### src/rtl/pueo_command_pkg.sv
// Shared field offsets, command codes and the mode1type enum for the
// PUEO command decoder.
package pueo_command_pkg;

    localparam int MSG_BIT       = 31;
    localparam int RUNCMD_LSB    = 26;
    localparam int MODE1TYPE_LSB = 24;
    localparam int MODE1DATA_LSB = 16;
    localparam int TRIG_BIT      = 15;

    localparam logic [1:0] RUNCMD_NOP     = 2'b00;
    localparam logic [1:0] RUNCMD_DO_SYNC = 2'b01;
    localparam logic [1:0] RUNCMD_RESET   = 2'b10;
    localparam logic [1:0] RUNCMD_STOP    = 2'b11;

    localparam logic [1:0] MODE1_SPECIAL = 2'b00;
    localparam logic [1:0] MODE1_NORMAL  = 2'b01;
    localparam logic [1:0] MODE1_FW      = 2'b10;
    localparam logic [1:0] MODE1_LAST    = 2'b11;

    localparam logic [7:0] SPECIAL_CMDPROC_RST = 8'h01;
    localparam logic [7:0] SPECIAL_FW_MARK     = 8'h02;

    localparam logic [15:0] OVF_MAX = 16'hFFFF;

    typedef enum logic [1:0] {
        M1_SPECIAL = MODE1_SPECIAL,
        M1_NORMAL  = MODE1_NORMAL,
        M1_FW      = MODE1_FW,
        M1_LAST    = MODE1_LAST
    } mode1type_t;

    function automatic mode1type_t get_mode1type(input logic [31:0] word);
        return mode1type_t'(word[MODE1TYPE_LSB +: 2]);
    endfunction

endpackage

### src/rtl/pueo_cmd_fifo.sv
// Synchronous first-word-fall-through FIFO with flush; a push into a full
// FIFO is still accepted when a pop happens on the same edge.
module pueo_cmd_fifo #(
    parameter int WIDTH = 9,
    parameter int DEPTH = 16
) (
    input  logic             i_clk,
    input  logic             i_rst,
    input  logic             i_flush,
    input  logic             i_push,
    input  logic [WIDTH-1:0] i_wdata,
    input  logic             i_pop,
    output logic [WIDTH-1:0] o_rdata,
    output logic             o_full,
    output logic             o_empty
);
    localparam int AW = $clog2(DEPTH);

    logic [WIDTH-1:0] r_mem [DEPTH];
    logic [AW:0]      r_wr_ptr;
    logic [AW:0]      r_rd_ptr;
    logic             w_pop_ok;
    logic             w_push_ok;

    // Status flags, handshake qualification and head-of-queue read
    always_comb begin
        o_empty   = (r_wr_ptr == r_rd_ptr);
        o_full    = (r_wr_ptr[AW] != r_rd_ptr[AW]) &&
                    (r_wr_ptr[AW-1:0] == r_rd_ptr[AW-1:0]);
        w_pop_ok  = i_pop & ~o_empty;
        w_push_ok = i_push & ~i_flush & (~o_full | w_pop_ok);
        if (o_empty) begin
            o_rdata = {WIDTH{1'b0}};
        end else begin
            o_rdata = r_mem[r_rd_ptr[AW-1:0]];
        end
    end

    // Pointer update; flush outranks any pop on the same edge
    always_ff @(posedge i_clk) begin
        if (i_rst || i_flush) begin
            r_wr_ptr <= {(AW+1){1'b0}};
            r_rd_ptr <= {(AW+1){1'b0}};
        end else begin
            if (w_push_ok) begin
                r_wr_ptr <= r_wr_ptr + {{AW{1'b0}}, 1'b1};
            end
            if (w_pop_ok) begin
                r_rd_ptr <= r_rd_ptr + {{AW{1'b0}}, 1'b1};
            end
        end
    end

    // Storage array
    always_ff @(posedge i_clk) begin
        if (i_rst) begin
            for (int i = 0; i < DEPTH; i++) begin
                r_mem[i] <= {WIDTH{1'b0}};
            end
        end else if (w_push_ok) begin
            r_mem[r_wr_ptr[AW-1:0]] <= i_wdata;
        end
    end

endmodule

### src/rtl/pueo_command_decoder_fifo.sv
// Command-word decoder with buffered mode1 and firmware streams.
// Optional overflow counters: define PUEO_CMDDEC_OVF_COUNT_EN.
module pueo_command_decoder_fifo
    import pueo_command_pkg::*;
#(
    parameter int TRIG_TIME_BITS = 15,
    parameter int CMD_FIFO_DEPTH = 16,
    parameter int FW_FIFO_DEPTH  = 16
) (
    input  logic                      sysclk_i,
    input  logic                      sysclk_rst_i,
    input  logic [31:0]               command_i,
    input  logic                      command_valid_i,
    output logic [TRIG_TIME_BITS-1:0] trig_time_o,
    output logic                      trig_valid_o,
    output logic                      rundosync_o,
    output logic                      runrst_o,
    output logic                      runstop_o,
    output logic                      cmdproc_rst_o,
    output logic [7:0]                cmdproc_tdata,
    output logic                      cmdproc_tvalid,
    output logic                      cmdproc_tlast,
    input  logic                      cmdproc_tready,
    output logic [7:0]                fw_tdata,
    output logic                      fw_tuser,
    output logic                      fw_tvalid,
    input  logic                      fw_tready,
    output logic                      fw_mark_o,
    output logic [15:0]               cmd_ovf_count_o,
    output logic [15:0]               fw_ovf_count_o
);
    logic       w_msg;
    mode1type_t w_m1type;
    logic [1:0] w_runcmd;
    logic [7:0] w_m1data;
    logic       w_cmd_push;
    logic [8:0] w_cmd_wdata;
    logic       w_cmd_flush;
    logic       w_fw_push;
    logic [8:0] w_fw_wdata;
    logic [8:0] w_cmd_rdata;
    logic [8:0] w_fw_rdata;
    logic       w_cmd_full;
    logic       w_cmd_empty;
    logic       w_fw_full;
    logic       w_fw_empty;
    logic       w_cmd_drop;
    logic       w_fw_drop;
    logic       r_dosync;
    logic       r_runrst;
    logic       r_runstop;
    logic       r_cmdproc_rst;
    logic       r_fw_mark;
    logic       w_unused;

    // Trigger path is combinational and ignores the message flag
    always_comb begin
        if (sysclk_rst_i) begin
            trig_valid_o = 1'b0;
            trig_time_o  = {TRIG_TIME_BITS{1'b0}};
        end else begin
            trig_valid_o = command_i[TRIG_BIT] & command_valid_i;
            trig_time_o  = command_i[TRIG_TIME_BITS-1:0];
        end
    end

    // Message decode into FIFO pushes and the mode1 flush
    always_comb begin
        w_msg       = ~command_i[MSG_BIT] & command_valid_i & ~sysclk_rst_i;
        w_m1type    = get_mode1type(command_i);
        w_runcmd    = command_i[RUNCMD_LSB +: 2];
        w_m1data    = command_i[MODE1DATA_LSB +: 8];
        w_cmd_push  = 1'b0;
        w_cmd_wdata = 9'h000;
        w_cmd_flush = 1'b0;
        w_fw_push   = 1'b0;
        w_fw_wdata  = 9'h000;
        if (w_msg) begin
            case (w_m1type)
                M1_NORMAL: begin
                    w_cmd_push  = 1'b1;
                    w_cmd_wdata = {1'b0, w_m1data};
                end
                M1_LAST: begin
                    w_cmd_push  = 1'b1;
                    w_cmd_wdata = {1'b1, w_m1data};
                end
                M1_FW: begin
                    w_fw_push  = 1'b1;
                    w_fw_wdata = {1'b0, w_m1data};
                end
                M1_SPECIAL: begin
                    if (w_m1data == SPECIAL_CMDPROC_RST) begin
                        w_cmd_flush = 1'b1;
                    end else if (w_m1data == SPECIAL_FW_MARK) begin
                        w_fw_push  = 1'b1;
                        w_fw_wdata = {1'b1, 8'h00};
                    end else begin
                        w_fw_push = 1'b0;
                    end
                end
                default: begin
                    w_cmd_push = 1'b0;
                end
            endcase
        end else begin
            w_cmd_push = 1'b0;
        end
    end

    pueo_cmd_fifo #(.WIDTH(9), .DEPTH(CMD_FIFO_DEPTH)) u_cmd_fifo (
        .i_clk   (sysclk_i),
        .i_rst   (sysclk_rst_i),
        .i_flush (w_cmd_flush),
        .i_push  (w_cmd_push),
        .i_wdata (w_cmd_wdata),
        .i_pop   (cmdproc_tready),
        .o_rdata (w_cmd_rdata),
        .o_full  (w_cmd_full),
        .o_empty (w_cmd_empty)
    );

    pueo_cmd_fifo #(.WIDTH(9), .DEPTH(FW_FIFO_DEPTH)) u_fw_fifo (
        .i_clk   (sysclk_i),
        .i_rst   (sysclk_rst_i),
        .i_flush (1'b0),
        .i_push  (w_fw_push),
        .i_wdata (w_fw_wdata),
        .i_pop   (fw_tready),
        .o_rdata (w_fw_rdata),
        .o_full  (w_fw_full),
        .o_empty (w_fw_empty)
    );

    assign cmdproc_tvalid = ~w_cmd_empty;
    assign cmdproc_tdata  = w_cmd_rdata[7:0];
    assign cmdproc_tlast  = w_cmd_rdata[8];
    assign fw_tvalid      = ~w_fw_empty;
    assign fw_tdata       = w_fw_rdata[7:0];
    assign fw_tuser       = w_fw_rdata[8];

    // A full FIFO still takes a byte when its head leaves on the same edge
    assign w_cmd_drop = w_cmd_push & w_cmd_full & ~(cmdproc_tready & ~w_cmd_empty);
    assign w_fw_drop  = w_fw_push & w_fw_full & ~(fw_tready & ~w_fw_empty);

    // Registered run-control, processor-reset and mark pulses
    always_ff @(posedge sysclk_i) begin
        if (sysclk_rst_i) begin
            r_dosync      <= 1'b0;
            r_runrst      <= 1'b0;
            r_runstop     <= 1'b0;
            r_cmdproc_rst <= 1'b0;
            r_fw_mark     <= 1'b0;
        end else begin
            r_dosync      <= w_msg & (w_runcmd == RUNCMD_DO_SYNC);
            r_runrst      <= w_msg & (w_runcmd == RUNCMD_RESET);
            r_runstop     <= w_msg & (w_runcmd == RUNCMD_STOP);
            r_cmdproc_rst <= w_cmd_flush;
            r_fw_mark     <= ~w_fw_empty & fw_tready & w_fw_rdata[8];
        end
    end

    assign rundosync_o   = r_dosync;
    assign runrst_o      = r_runrst;
    assign runstop_o     = r_runstop;
    assign cmdproc_rst_o = r_cmdproc_rst;
    assign fw_mark_o     = r_fw_mark;

`ifdef PUEO_CMDDEC_OVF_COUNT_EN
    logic [15:0] r_cmd_ovf;
    logic [15:0] r_fw_ovf;

    // Saturating dropped-byte counters; the mode1 flush leaves them alone
    always_ff @(posedge sysclk_i) begin
        if (sysclk_rst_i) begin
            r_cmd_ovf <= 16'h0000;
            r_fw_ovf  <= 16'h0000;
        end else begin
            if (w_cmd_drop && (r_cmd_ovf != OVF_MAX)) begin
                r_cmd_ovf <= r_cmd_ovf + 16'h0001;
            end
            if (w_fw_drop && (r_fw_ovf != OVF_MAX)) begin
                r_fw_ovf <= r_fw_ovf + 16'h0001;
            end
        end
    end

    assign cmd_ovf_count_o = r_cmd_ovf;
    assign fw_ovf_count_o  = r_fw_ovf;
    assign w_unused        = ^{command_i[30:28], command_i[14:0], w_runcmd == RUNCMD_NOP};
`else
    assign cmd_ovf_count_o = 16'h0000;
    assign fw_ovf_count_o  = 16'h0000;
    assign w_unused        = ^{command_i[30:28], command_i[14:0], w_runcmd == RUNCMD_NOP,
                               w_cmd_drop, w_fw_drop, OVF_MAX};
`endif

endmodule

### config.mk
export PLATFORM = sky130hd
export DESIGN_NAME = pueo_command_decoder_fifo
export DESIGN_NICKNAME = d
export VERILOG_FILES = /design/src/rtl/pueo_command_pkg.sv /design/src/rtl/pueo_cmd_fifo.sv /design/src/rtl/pueo_command_decoder_fifo.sv
export SDC_FILE = /design/constraint.sdc
export NUM_CORES = 1
export LEC_CHECK = 0
export BUFFER_PORTS_ARGS = -buffer_cell sky130_fd_sc_hd__buf_4
export CORE_MARGIN = 2
export CORE_UTILIZATION = 50
export CTS_CLUSTER_DIAMETER = 50
export DETAILED_ROUTE_END_ITERATION = 7
export GPL_TIMING_DRIVEN = 1
export PLACE_DENSITY = 0.7
export SYNTH_ARGS = -nofsm -noshare
export SYNTH_HDL_FRONTEND = slang
export SYNTH_SLANG_ARGS = --single-unit
### constraint.sdc
create_clock -name sysclk_i -period 4.2 [get_ports sysclk_i]
set_input_delay 0.63 -clock sysclk_i [delete_from_list [all_inputs] [get_ports sysclk_i]]
set_output_delay 0.63 -clock sysclk_i [all_outputs]
set_load 0.03 [all_outputs]
Word level (Yosys, flattened, before mapping)
Memories as Yosys holds them, arrays and structs flattened. A register that Yosys moved wholly into a read port is not among the register bits.
Cells that the tools add are included.
{"block": "op_classes", "eq_ne": 14, "n_addsub": 4, "reduce_logical": 7, "n_mux": 37, "n_bitwise": 21}
{"op": "$mux 9", "count": 8}
{"op": "$pmux 9 s2", "count": 2}
{"op": "$mux 4", "count": 6}
{"op": "$add 5x1->5 const B", "count": 4}
{"op": "$mux 1", "count": 19}
{"op": "$reduce_or 9->1", "count": 2}
{"op": "$mux 15", "count": 1}
{"op": "$and 1x1->1", "count": 12}
{"op": "$eq 5x5->1", "count": 2}
{"op": "$eq 2x2->1 const B", "count": 4}
{"op": "$eq 4x4->1", "count": 2}
{"op": "$eq 8x1->1 const B", "count": 1}
{"op": "$eq 8x2->1 const B", "count": 1}
{"op": "$not 1->1", "count": 7}
{"op": "$eq 2x1->1 const B", "count": 2}
{"op": "$logic_and 1x1->1", "count": 2}
{"op": "$logic_not 2->1", "count": 1}
{"op": "$ne 1x1->1", "count": 2}
{"op": "$or 1x1->1", "count": 2}
{"op": "$pmux 1 s2", "count": 1}
{"op": "$reduce_or 2->1", "count": 1}
{"op": "$logic_or 1x1->1", "count": 1}
{"block": "totals", "reg_bits": 25, "out_inout_bits": 73, "n_memories": 2, "mem_bits_rw": 288, "in_bits": 37}
{"memory": "u_cmd_fifo.r_mem", "depth": 16, "word_bits": 9, "rd": 1, "rd_clocked_by_memory_dff": 1, "wr": 16, "line_no": "pueo_cmd_fifo.sv:19", "text": "logic [WIDTH-1:0] r_mem [DEPTH];"}
{"memory": "u_fw_fifo.r_mem", "depth": 16, "word_bits": 9, "rd": 1, "rd_clocked_by_memory_dff": 1, "wr": 16, "line_no": "pueo_cmd_fifo.sv:19"}

Longest topological paths before layout
Gate-level depths: netlist of the first run.
{"block": "logic_depth", "depth_word": 12, "mapped_depth": 8, "ltp_nobuf": 5}

Hierarchy
A second synthesis of the first run with hierarchy kept.
{"block": "unflattened", "hier_cells": 1134, "area_unflattened_um2": 14903.0}
{"module": "pueo_cmd_fifo", "instances": 2, "cells_per_inst": 519, "area_each_um2": 7088.0}
{"module": "pueo_command_decoder_fifo", "instances": 1, "cells_per_inst": 96, "area_each_um2": 726.9}

Worst setup path before layout of the first run
OpenSTA, ideal clock, no wires.
{"block": "synth_path", "path_kind": "register to output", "from": "register (tool-made name)", "to": "output port cmdproc_tdata[5]", "t_arrival_ps": 2034, "stages_incl_launch_ff": 6, "required_time_ps": 3570, "setup_slack_ps": 1536, "path_buffers": 2, "path_cell_list": "dfxtp_1 clkbuf_1 clkbuf_1 mux4_2 mux2i_1 a211oi_1"}
{"item": "end: declaration", "line_no": "pueo_command_decoder_fifo.sv:20", "text": "output logic [7:0] cmdproc_tdata,"}

Final worst setup path of the first run
{"block": "layout_path", "from": "register u_cmd_fifo.r_wr_ptr[3]", "to": "output port cmdproc_tdata[5]"}
{"block": "layout_between", "elab_chain_cells": 2}
{"item": "start: declaration", "line_no": "pueo_cmd_fifo.sv:20", "text": "logic [AW:0] r_wr_ptr;"}
{"item": "start signal: assignment", "line_no": "pueo_cmd_fifo.sv:42", "text": "r_wr_ptr <= {(AW+1){1'b0}};"}
{"item": "start signal: assignment", "line_no": "pueo_cmd_fifo.sv:46", "text": "r_wr_ptr <= r_wr_ptr + {{AW{1'b0}}, 1'b1};"}
{"item": "$eq 5x5->1", "line_no": "pueo_cmd_fifo.sv:27", "text": "o_empty = (r_wr_ptr == r_rd_ptr);"}
{"item": "$mux 9", "line_no": "pueo_cmd_fifo.sv:32", "text": "if (o_empty) begin"}
No other way between the ends.

==> qor.txt, run 1 <==
die height -> 177 µm
CTS buffer count -> 35
f_max -> 0.282 GHz
largest net degree at the start of global routing -> 64
Cell Int Power -> 0.00543 W
most common cell after layout, fill and taps aside -> nor2_1
Max-Cap Viols -> 0
I/O Pins -> 110
Synth area leaders -> edfxtp_1 58%, mux4_2 11%, nor2_1 7.6%
global-route wire length before repair -> 53.7 mm
CP max-delay cell -> and2_1
TritonCTS clock tree -> yes
CTS sink cnt -> 321
CP Launch Type -> flip-flop
FF-to-FF End -> u_cmd_fifo.r_mem[3][7]
final cell count without fillers -> 1574
# fillers -> 2356
CTS root buffer -> clkbuf_16
Gate power share -> 6.3%
final net count -> 1205
CP cell instances -> xor2_1, nor4_4, and2_1, a211oi_1, buf_4
gr usage total -> 23.1%
total number of vias -> 9259
clock share of power -> 42.3%
worst hold start -> command_i[27]
unique cell type count in the Yosys netlist -> 52
worst reg2reg path depth -> 5
Hold Path Depth -> 2
pwr dens -> 421 nW/µm²
Critical Path Start -> u_cmd_fifo.r_wr_ptr[3]
worst endpoint required time -> 3570 ps
Tcrit/Tclk final -> 84.3%
Final min period -> 3540 ps
total power -> 0.00701 W
Die W -> 177 µm
die area -> 31300 µm²
Peak VDD IR -> 0.328 mV
slowest stage delay, CP -> 750 ps
Worst Hold Class -> in -> reg
Worst path depth -> 5
vias in the first global route -> 9237
measured slew at the worst slew-check pin -> 1000 ps
most frequent cells in the layout -> 302 x nor2_1, 288 x edfxtp_1, 92 x buf_4
Post-synth EDFFs -> 288
final worst slack -> 660 ps
Post-Route WL -> 35.6 mm
IO Port Bufs -> 74
area occupied by multi-input gates -> 5000 µm²
Worst Setup End Kind -> output pin
critical path class -> reg -> out
ANT nets after route -> 0
maximum fanout along the worst path -> 11
sw power -> 0.00158 W
RD Place Congestion -> 0.775
H-tree depth -> 2
# DRC -> 0
initial antenna violation count -> 0
status -> complete, no violations
CTS Hold Buffers Added -> 0
unrepaired setup endpoints after global routing -> no
Avg Inst Size Synth -> 13.5 µm²
Final Hold Fails -> 0
sequential share of the synthesized area -> 62.3%
Slew HR -> 32.9%
top cell type's share of synthesized area -> 57.9%
ys async rst share -> 0%
grt ovf -> 0
clock slew at reported path FFs -> 60 ps
crit path to -> cmdproc_tdata[5]
worst reg2reg startpoint -> u_cmd_fifo.r_wr_ptr[2]
synthesized flop and latch total -> 321
Layout Skew -> 34.5 ps
Netlist Area Pre-Place -> 14900 µm²
WL/cell -> 22.6 µm
drt initial violations -> 962
pins over their slew limit -> 0
DPL Wire Length -> 22.3 mm
# Post-CTS Setup Buffers -> 0
most used flip-flop cell after synthesis -> edfxtp_1
core area -> 29600 µm²
Initial DRT Pass Iterations -> 5
post-route setup TNS -> 0 ps
CTS-repair resized insts -> 0
Final setup violation count -> 0
worst path bufs/invs -> 1
Starting Density -> 50.5%
flop2flop setup slack -> 1300 ps
average vias per placed instance -> 5.88
Post-Synthesis Cells -> 1106
synthesis-to-finish area growth -> 11.3%
Setup WS pre-CTS -> 991 ps
# rows -> 63
critical path arrival -> 2910 ps
Largest delay share family, worst path -> simple AND/OR/NAND/NOR gates
FF+latch area -> 9310 µm²
sequential power share -> 51.4%
sw frac -> 22.5%
n_diodes -> 0
YS warnings -> 0
Synth area leader -> edfxtp_1
Post-Place Cells -> 1511
fraction of final layout cells sized beyond drive strength 1 -> 21.3%
worst-case clock buffer depth -> 3
Clk Latency, worst-skew pair -> 530 ps
Leak Pwr -> 5.71 nW
cells in the mapped netlist (3+ instances only):
cell type,number
a31o_2,12
a41o_1,3
mux2i_1,24
xnor2_1,15
xor2_1,7
buf_6,10
dfxtp_1,33
clkbuf_8,4
a21o_1,15
inv_1,10
clkbuf_1,33
and2_1,8
nand2b_1,5
ha_1,10
a211oi_1,38
a21oi_1,6
nor2_1,302
and3_1,6
nand2_1,61
edfxtp_1,288
buf_4,44
nand3_1,4
nor2b_1,36
nor3b_1,3
buf_2,14
nand3_2,3
nand4_1,5
mux4_2,73
and3b_1,3
cell families after synthesis:
logic type / synth area share, %
AND/OR/NAND/NOR: 13.6
multiplexers: 12.6
XOR/XNOR: 1.40
adder cells (fa/ha/maj): 0.837
other: 0.0251
flip-flops: 62.3
AO/OA/AOI/OAI: 4.22
buffers and inverters: 5.00
final cells by class:
cell class | instances | share of cell area [%]
Timing Repair Buffer | 92 | 4.15
Clock inverter | 21 | 1.05
Multi-Input combinational cell | 698 | 30.1
Inverter | 10 | 0.226
Clock buffer | 42 | 5.55
Tap cell | 390 | 2.93
Sequential cell | 321 | 56.0
metrics by stage:
stage	utilization, %	hold WS [ps]	instance area [µm²]
3_5_place_dp	52.5	519	15500
4_1_cts	56.2	286	16600
5_1_grt	56.2	302	16600
6_report	56.2	296	16600
3_3_place_gp	52.5	509	15500
2_1_floorplan	-	471	15100
per-layer routing:
metal	vias up	GRT usage, %	routed length (µm)
met5	-	0	0
met4	0	7.13	1090
met3	81	4.57	3440
met2	532	36.8	16700
met1	4586	32.5	14400
li1	4060	-	-
power groups by stage:
stage	Clock [W]	Combinational (W)	Sequential, W
after global routing	0.00310	0.000464	0.00361
after floorplan	0	0.000329	0.00365
after CTS	0.00299	0.000438	0.00360
after global placement	0	0.000433	0.00367
final	0.00296	0.000439	0.00360
after detailed placement	0	0.000437	0.00367
sequential cells by signal, summed over array words and instances (netlist names), 5 cells and up, named ones only:
name and count:
u_cmd_fifo.r_rd_ptr 5, u_fw_fifo.r_wr_ptr 5, u_fw_fifo.r_mem 144, u_cmd_fifo.r_mem 144
u_cmd_fifo.r_wr_ptr 5, u_fw_fifo.r_rd_ptr 5
worst register-to-register path: cells and delay by family (launching register included):
kind / cells / cell delay [ps]
AO/OA/AOI/OAI: 2 / 1100
XOR/XNOR: 1 / 280
flip-flops: 1 / 600
AND/OR/NAND/NOR: 2 / 530
worst min path at each step:
stage | end | slack, ps
after CTS | rundosync_o | 290
after detailed placement | u_fw_fifo.r_wr_ptr[4] | 520
final | rundosync_o | 300
after global placement | u_fw_fifo.r_wr_ptr[4] | 510
after global routing | rundosync_o | 300
after floorplan | u_fw_fifo.r_wr_ptr[4] | 470
Power figures use the tool's default switching activity.
==> run 2: changes to the inputs <==
- ABC_AREA: default -> 1
- PLACE_DENSITY: 0.7 -> 0.73
- clock period: 4.2 -> 3.2 ns (I/O delays scaled with it)
==> run 2 against run 1 <==
  * Final cell count increased by 32%
  * First-iteration DRC count did not move
  * Die area grew 3.9%
  * Power rose by 39%
  * Critical endpoint is now cmdproc_tdata[7]
  * Highest routed layer unchanged
==> qor.txt, run 2 <==
Post-synth EDFFs -> 288 (unchanged)
# fillers -> 2591 (+10%)
synthesized flop and latch total -> 321 (unchanged)
Clk Latency, worst-skew pair -> 520 ps (about the same)
Worst Setup End Kind -> output pin
drt initial violations -> 962 (unchanged)
Final setup violation count -> 0 (unchanged)
Starting Density -> 50.8% (+0.25 points)
RD Place Congestion -> 0.948 (+22%)
CP cell instances -> buf_4, o21ai_0, nand3_1, nand3_1, a21boi_0, buf_4
Area after DPL -> 16300 µm² (+4.9%)
ANT nets after route -> 0 (unchanged)
worst hold start -> command_i[26]
Die W -> 180 µm (+1.9%)
CTS buffer count -> 37 (+5.7%)
most used flip-flop cell after synthesis -> edfxtp_1
measured slew at the worst slew-check pin -> 950 ps (-52.1 ps)
total number of vias -> 11.1k (+20%)
Synth area leaders -> edfxtp_1 56%, nor2_1 7.8%, inv_1 4.5%
CTS Hold Buffers Added -> 0 (unchanged)
synthesis-to-finish area growth -> 12.4%
largest net degree at the start of global routing -> 71 (+11%)
sequential share of the synthesized area -> 59.9% (-2.4 points)
top flop regs -> u_cmd_fifo.r_mem (144), u_fw_fifo.r_mem (144)
Slew HR -> 36.6% (+3.7 points)
Worst Hold Class -> in -> reg
Initial DRT Pass Iterations -> 6 (+1)
unique cell type count in the Yosys netlist -> 36 (-31%)
I/O Pins -> 110 (unchanged)
die height -> 180 µm (+1.9%)
vias in the first global route -> 10.8k (+17%)
slowest stage delay, CP -> 770 ps (+20 ps)
n_diodes -> 0 (unchanged)
top cell type's share of synthesized area -> 55.7% (-2.2 points)
Commonest cells post-synth -> 322 x nor2_1, 288 x edfxtp_1, 188 x inv_1
worst endpoint required time -> 2720 ps (-850 ps)
DPL Wire Length -> 23.6 mm (+5.7%)
final net count -> 1702 (+41%)
pwr dens -> 559 nW/µm² (+33%)
flop2flop setup slack -> 880 ps (-420 ps)
Max-Cap Viols -> 0 (unchanged)
CTS-repair resized insts -> 0 (unchanged)
die area -> 32500 µm² (+3.9%)
worst reg2reg startpoint -> u_fw_fifo.r_wr_ptr[2]
TritonCTS clock tree -> yes
Post-Synthesis Cells -> 1604 (+45%)
CTS root buffer -> clkbuf_16
clock slew at reported path FFs -> 60 ps (about the same)
maximum fanout along the worst path -> 68 (+57)
Final Hold Fails -> 0 (unchanged)
CP max-delay cell -> dfxtp_4
status -> complete, no violations
grt ovf -> 0 (unchanged)
# DRC -> 0 (unchanged)
CTS sink cnt -> 321 (unchanged)
YS warnings -> 0 (unchanged)
cell area after layout -> 17500 µm² (+5.1%)
pins over their slew limit -> 0 (unchanged)
post-route setup TNS -> 0 ps (unchanged)
most common cell after layout, fill and taps aside -> nor2_1
Largest delay share family, worst path -> flip-flops
core area -> 30600 µm² (+3.5%)
critical path class -> reg -> out
f_max -> 0.326 GHz
unrepaired setup endpoints after global routing -> no
IO Port Bufs -> 74 (unchanged)
average vias per placed instance -> 5.36 (-9.0%)
critical path arrival -> 2590 ps (-320 ps)
Final min period -> 3070 ps
Layout Skew -> 27.2 ps (-7.32 ps)
# Post-CTS Setup Buffers -> 0 (unchanged)
Hold Crit Endpoint -> runrst_o
# rows -> 64 (+1.6%)
Synth area leader -> edfxtp_1
gr usage total -> 22.0% (-1.1 points)
Avg Inst Size Synth -> 9.69 µm² (-28%)
Netlist Area Pre-Place -> 15500 µm² (+4.0%)
fraction of final layout cells sized beyond drive strength 1 -> 13.1% (-8.2 points)
ys async rst share -> 0% (unchanged)
Leak Pwr -> 6.50 nW (+14%)
Tcrit/Tclk final -> 95.8%
global-route wire length before repair -> 56.8 mm (+5.8%)
Hold Path Depth -> 2 (unchanged)
most common cell in the netlist -> nor2_1
initial antenna violation count -> 0 (unchanged)
worst reg2reg path depth -> 8 (+3)
most frequent cells in the layout -> 322 x nor2_1, 288 x edfxtp_1, 188 x inv_1
Peak VDD IR -> 0.444 mV (+35%)
worst-case clock buffer depth -> 3 (unchanged)
Post-Route WL -> 35.8 mm (+0.49%)
CP Launch Type -> flip-flop
H-tree depth -> 2 (unchanged)
worst path bufs/invs -> 2 (+1)
WL/cell -> 17.2 µm (-24%)
-- run 2: how the worst max path moves through the flow --
stage | from | end | depth (start not counted)
2_1_floorplan | u_cmd_fifo.r_wr_ptr[2] | cmdproc_tdata[7] | 6
3_3_place_gp | flip-flop | fw_tdata[4] | 6
3_5_place_dp | flip-flop | fw_tdata[4] | 6
4_1_cts | flip-flop | fw_tdata[4] | 6
5_1_grt | flip-flop | cmdproc_tdata[7] | 6
6_report | flip-flop | cmdproc_tdata[7] | 6
-- run 2: stage by stage --
stage | setup WS (ps) | hold WS, ps | utilization, % | cells | total power (W)
after floorplan | 659 | 459 | - | 1635 | 0.00552
after global placement | 680 | 472 | 53.3 | 2012 | 0.00578
after detailed placement | 676 | 470 | 53.3 | 2012 | 0.00580
after CTS | 158 | 142 | 57.1 | 2076 | 0.00980
after global routing | 9.25 | 149 | 57.1 | 2076 | 0.0101
final | 135 | 149 | 57.1 | 2076 | 0.00977
-- run 2: logic make-up after synthesis --
logic type	synth area share (%)
and+or+nand+nor	19.7
other	0.0241
AOI/OAI and AO/OA	9.91
DFF	59.9
xor gates and xnor gates	0.902
adders and majority gates	0.805
buffers and inverters	8.78
-- run 2: where the power goes --
part | internal (W) | switching [W] | leakage [nW] | total (W)
registers | 0.00470 | 0.000122 | 3.21 | 0.00482
clock network | 0.00240 | 0.00164 | 0.566 | 0.00404
logic | 0.000283 | 0.000618 | 2.72 | 0.000901
total | 0.00738 | 0.00238 | 6.50 | 0.00977
-- run 2: metal layers --
layer  track usage (%)  wire [µm]  vias to the layer above
li1                  -          -                     5394
met1              28.4      14100                     5169
met2              37.6      17700                      459
met3              2.95       2660                       97
met4              8.71       1380                        0
met5                 0          0                        -
-- run 2: area by class of cell --
class,count,area (µm²),area share [%]
timing repair buffer,99,756,4.33
clock buffer,50,1060,6.05
clock inverter,14,116,0.666
sequential,321,9320,53.3
inverter,198,746,4.27
multi-input combinational,998,4980,28.5
tap,396,495,2.84
==> run 3: changes to the inputs <==
- ABC_AREA: 1 -> default
- BUFFER_PORTS_ARGS: -buffer_cell sky130_fd_sc_hd__buf_4 -> default
- DONT_BUFFER_PORTS: default -> 1
- PLACE_DENSITY: 0.73 -> 0.7
==> run 3 against run 2 <==
  * Global-route usage is 0.35 points higher
  * Clock skew increased by 2.1 ps
  * Sequential power decreased by 2%
  * Worst setup slack better by 20 ps
  * Fmax increased by 0.66%
  * Final cell count shrank 27%
  * First-iteration DRC count is 11% higher
  * Register-to-register slack lost 340 ps
  * Critical path type unchanged
  * Largest cell class unchanged
  * Largest power group unchanged
==> qor.txt, run 3 (synthesis results as in run 1) <==
status -> complete, no violations
top flop regs -> u_cmd_fifo.r_mem (144), u_fw_fifo.r_mem (144)
Peak VDD IR -> 0.342 mV (-23%)
gr usage total -> 22.3% (+0.35 points)
Worst Hold Class -> in -> reg
Leak Pwr -> 5.48 nW (-16%)
DPL Wire Length -> 22.2 mm (-6.0%)
Hold Slack -> 54.0 ps (-95.4 ps)
CP cell instances -> buf_12, mux4_2, nor2b_1, a211oi_1, a211oi_1, buf_4
average vias per placed instance -> 5.99 (+12%)
critical path class -> reg -> out
Layout Skew -> 29.2 ps (+2.07 ps)
CTS root buffer -> clkbuf_16
WL/cell -> 22.7 µm (+31%)
TritonCTS clock tree -> yes
critical path arrival -> 2560 ps (-30 ps)
CTS buffer count -> 35 (-5.4%)
# rows -> 63 (-1.6%)
clock slew at reported path FFs -> 60 ps (about the same)
pwr dens -> 556 nW/µm² (-0.60%)
grt ovf -> 0 (unchanged)
worst-case clock buffer depth -> 3 (unchanged)
Die W -> 177 µm (-1.9%)
largest net degree at the start of global routing -> 64 (-9.9%)
total number of vias -> 9121 (-18%)
Starting Density -> 50.5% (-0.25 points)
die area -> 31300 µm² (-3.8%)
worst reg2reg startpoint -> u_cmd_fifo.r_wr_ptr[2]
n_diodes -> 0 (unchanged)
RD Place Congestion -> 0.806 (-15%)
pins over their slew limit -> 0 (unchanged)
unrepaired setup endpoints after global routing -> no
Slew HR -> 28.2% (-8.4 points)
f_max -> 0.328 GHz (+0.66%)
Final Hold Fails -> 0 (unchanged)
initial antenna violation count -> 0 (unchanged)
Clk Latency, worst-skew pair -> 520 ps (about the same)
synthesis-to-finish area growth -> 9.00%
FF-to-FF End -> u_cmd_fifo.r_mem[3][7]
I/O Pins -> 110 (unchanged)
# Post-CTS Setup Buffers -> 0 (unchanged)
most common cell after layout, fill and taps aside -> nor2_1
die height -> 177 µm (-1.9%)
core area -> 29600 µm² (-3.4%)
Post-Route WL -> 34.5 mm (-3.6%)
ANT nets after route -> 0 (unchanged)
Largest delay share family, worst path -> flip-flops
CTS Hold Buffers Added -> 0 (unchanged)
fraction of final layout cells sized beyond drive strength 1 -> 18.3% (+5.2 points)
Final setup violation count -> 0 (unchanged)
worst hold start -> command_i[27]
CP Launch Type -> flip-flop
Final min period -> 3040 ps (-20.2 ps)
H-tree depth -> 2 (unchanged)
measured slew at the worst slew-check pin -> 1070 ps (+120 ps)
global-route wire length before repair -> 52.2 mm (-8.1%)
final net count -> 1156 (-32%)
Initial DRT Pass Iterations -> 7 (+1)
CP most frequent cell -> a211oi_1
Hold Crit Endpoint -> rundosync_o
flop2flop setup slack -> 540 ps (-340 ps)
vias in the first global route -> 8905 (-18%)
CP max-delay cell -> dfxtp_1
Tcrit/Tclk final -> 95.2% (-0.63 points)
Worst Setup End Kind -> output pin
post-route setup TNS -> 0 ps (unchanged)
worst endpoint required time -> 2720 ps (about the same)
slowest stage delay, CP -> 720 ps (-50 ps)
Max-Cap Viols -> 0 (unchanged)
# DRC -> 0 (unchanged)
worst path bufs/invs -> 2 (unchanged)
most frequent cells in the layout -> 302 x nor2_1, 288 x edfxtp_1, 73 x mux4_2
Hold Path Depth -> 1 (-1)
drt initial violations -> 1067 (+11%)
Worst path depth -> 6 (unchanged)
IO Port Bufs -> 0 (-100%)
worst reg2reg path depth -> 5 (-3)
maximum fanout along the worst path -> 16 (-76%)
CTS sink cnt -> 321 (unchanged)
[run 3: changes by cell type in the layout (fill, tap and decap cells not counted), sizes merged, moves of 36 or more]
| cell | previous run | this run |
|---|---|---|
| a211oi | 0 | 39 |
| a21oi | 92 | 8 |
| buf | 99 | 43 |
| inv | 194 | 14 |
| mux4 | 0 | 73 |
| nand2 | 192 | 63 |
| nand3 | 136 | 7 |
| nor2 | 342 | 302 |
| nor2b | 0 | 36 |
| o211ai | 72 | 1 |
| o21ai | 77 | 2 |
[run 3: final cells by class]
cell class                      count  area (µm²)
Sequential cell                   321        9310
Clock inverter                     20         149
Inverter                           10        37.5
Multi-Input combinational cell    698        5000
Timing Repair Buffer               43         360
Fill cell                        2349       13300
Tap cell                          390         488
Clock buffer                       40         936
[run 3: worst max-delay path by stage]
| stage | slack [ps] | to |
|---|---|---|
| final | 160 | cmdproc_tdata[0] |
| after global routing | 30 | cmdproc_tdata[0] |
| after CTS | 50 | fw_tdata[1] |
| after detailed placement | 580 | fw_tdata[1] |
| after global placement | 630 | u_cmd_fifo.r_mem[3][3] |
| after floorplan | 690 | cmdproc_tdata[5] |
[run 3: metal layers]
metal	GRT usage [%]	up-vias	wire length, µm
met3	4.60	52	3740
li1	-	3971	-
met5	0	-	0
met2	34.9	557	16300
met1	32.3	4541	13800
met4	5.82	0	660
[run 3: where the power goes]
group | leakage [nW] | internal (W) | switching (W)
sequential | 3.26 | 0.00468 | 0.0000446
combinational | 1.68 | 0.000176 | 0.000327
clock | 0.541 | 0.00219 | 0.00164
total | 5.48 | 0.00704 | 0.00201
[run 3: timing repair]
| action | in CTS | in global routing |
|---|---|---|
| resized for setup | 0 | 1 |
| setup endpoints to repair | 0 | 4 |
| hold endpoints to repair | 0 | 0 |
[run 3: metrics by stage]
step	util (%)	setup WS, ps	cells	cell area, µm²	power, W
after CTS	55.1	46.5	1522	16300	0.00909
after global placement	51.4	629	1462	15200	0.00530
after global routing	55.1	34.9	1522	16300	0.00927
final	55.1	155	1522	16300	0.00905
after detailed placement	51.4	575	1462	15200	0.00531
after floorplan	-	686	1137	15100	0.00522
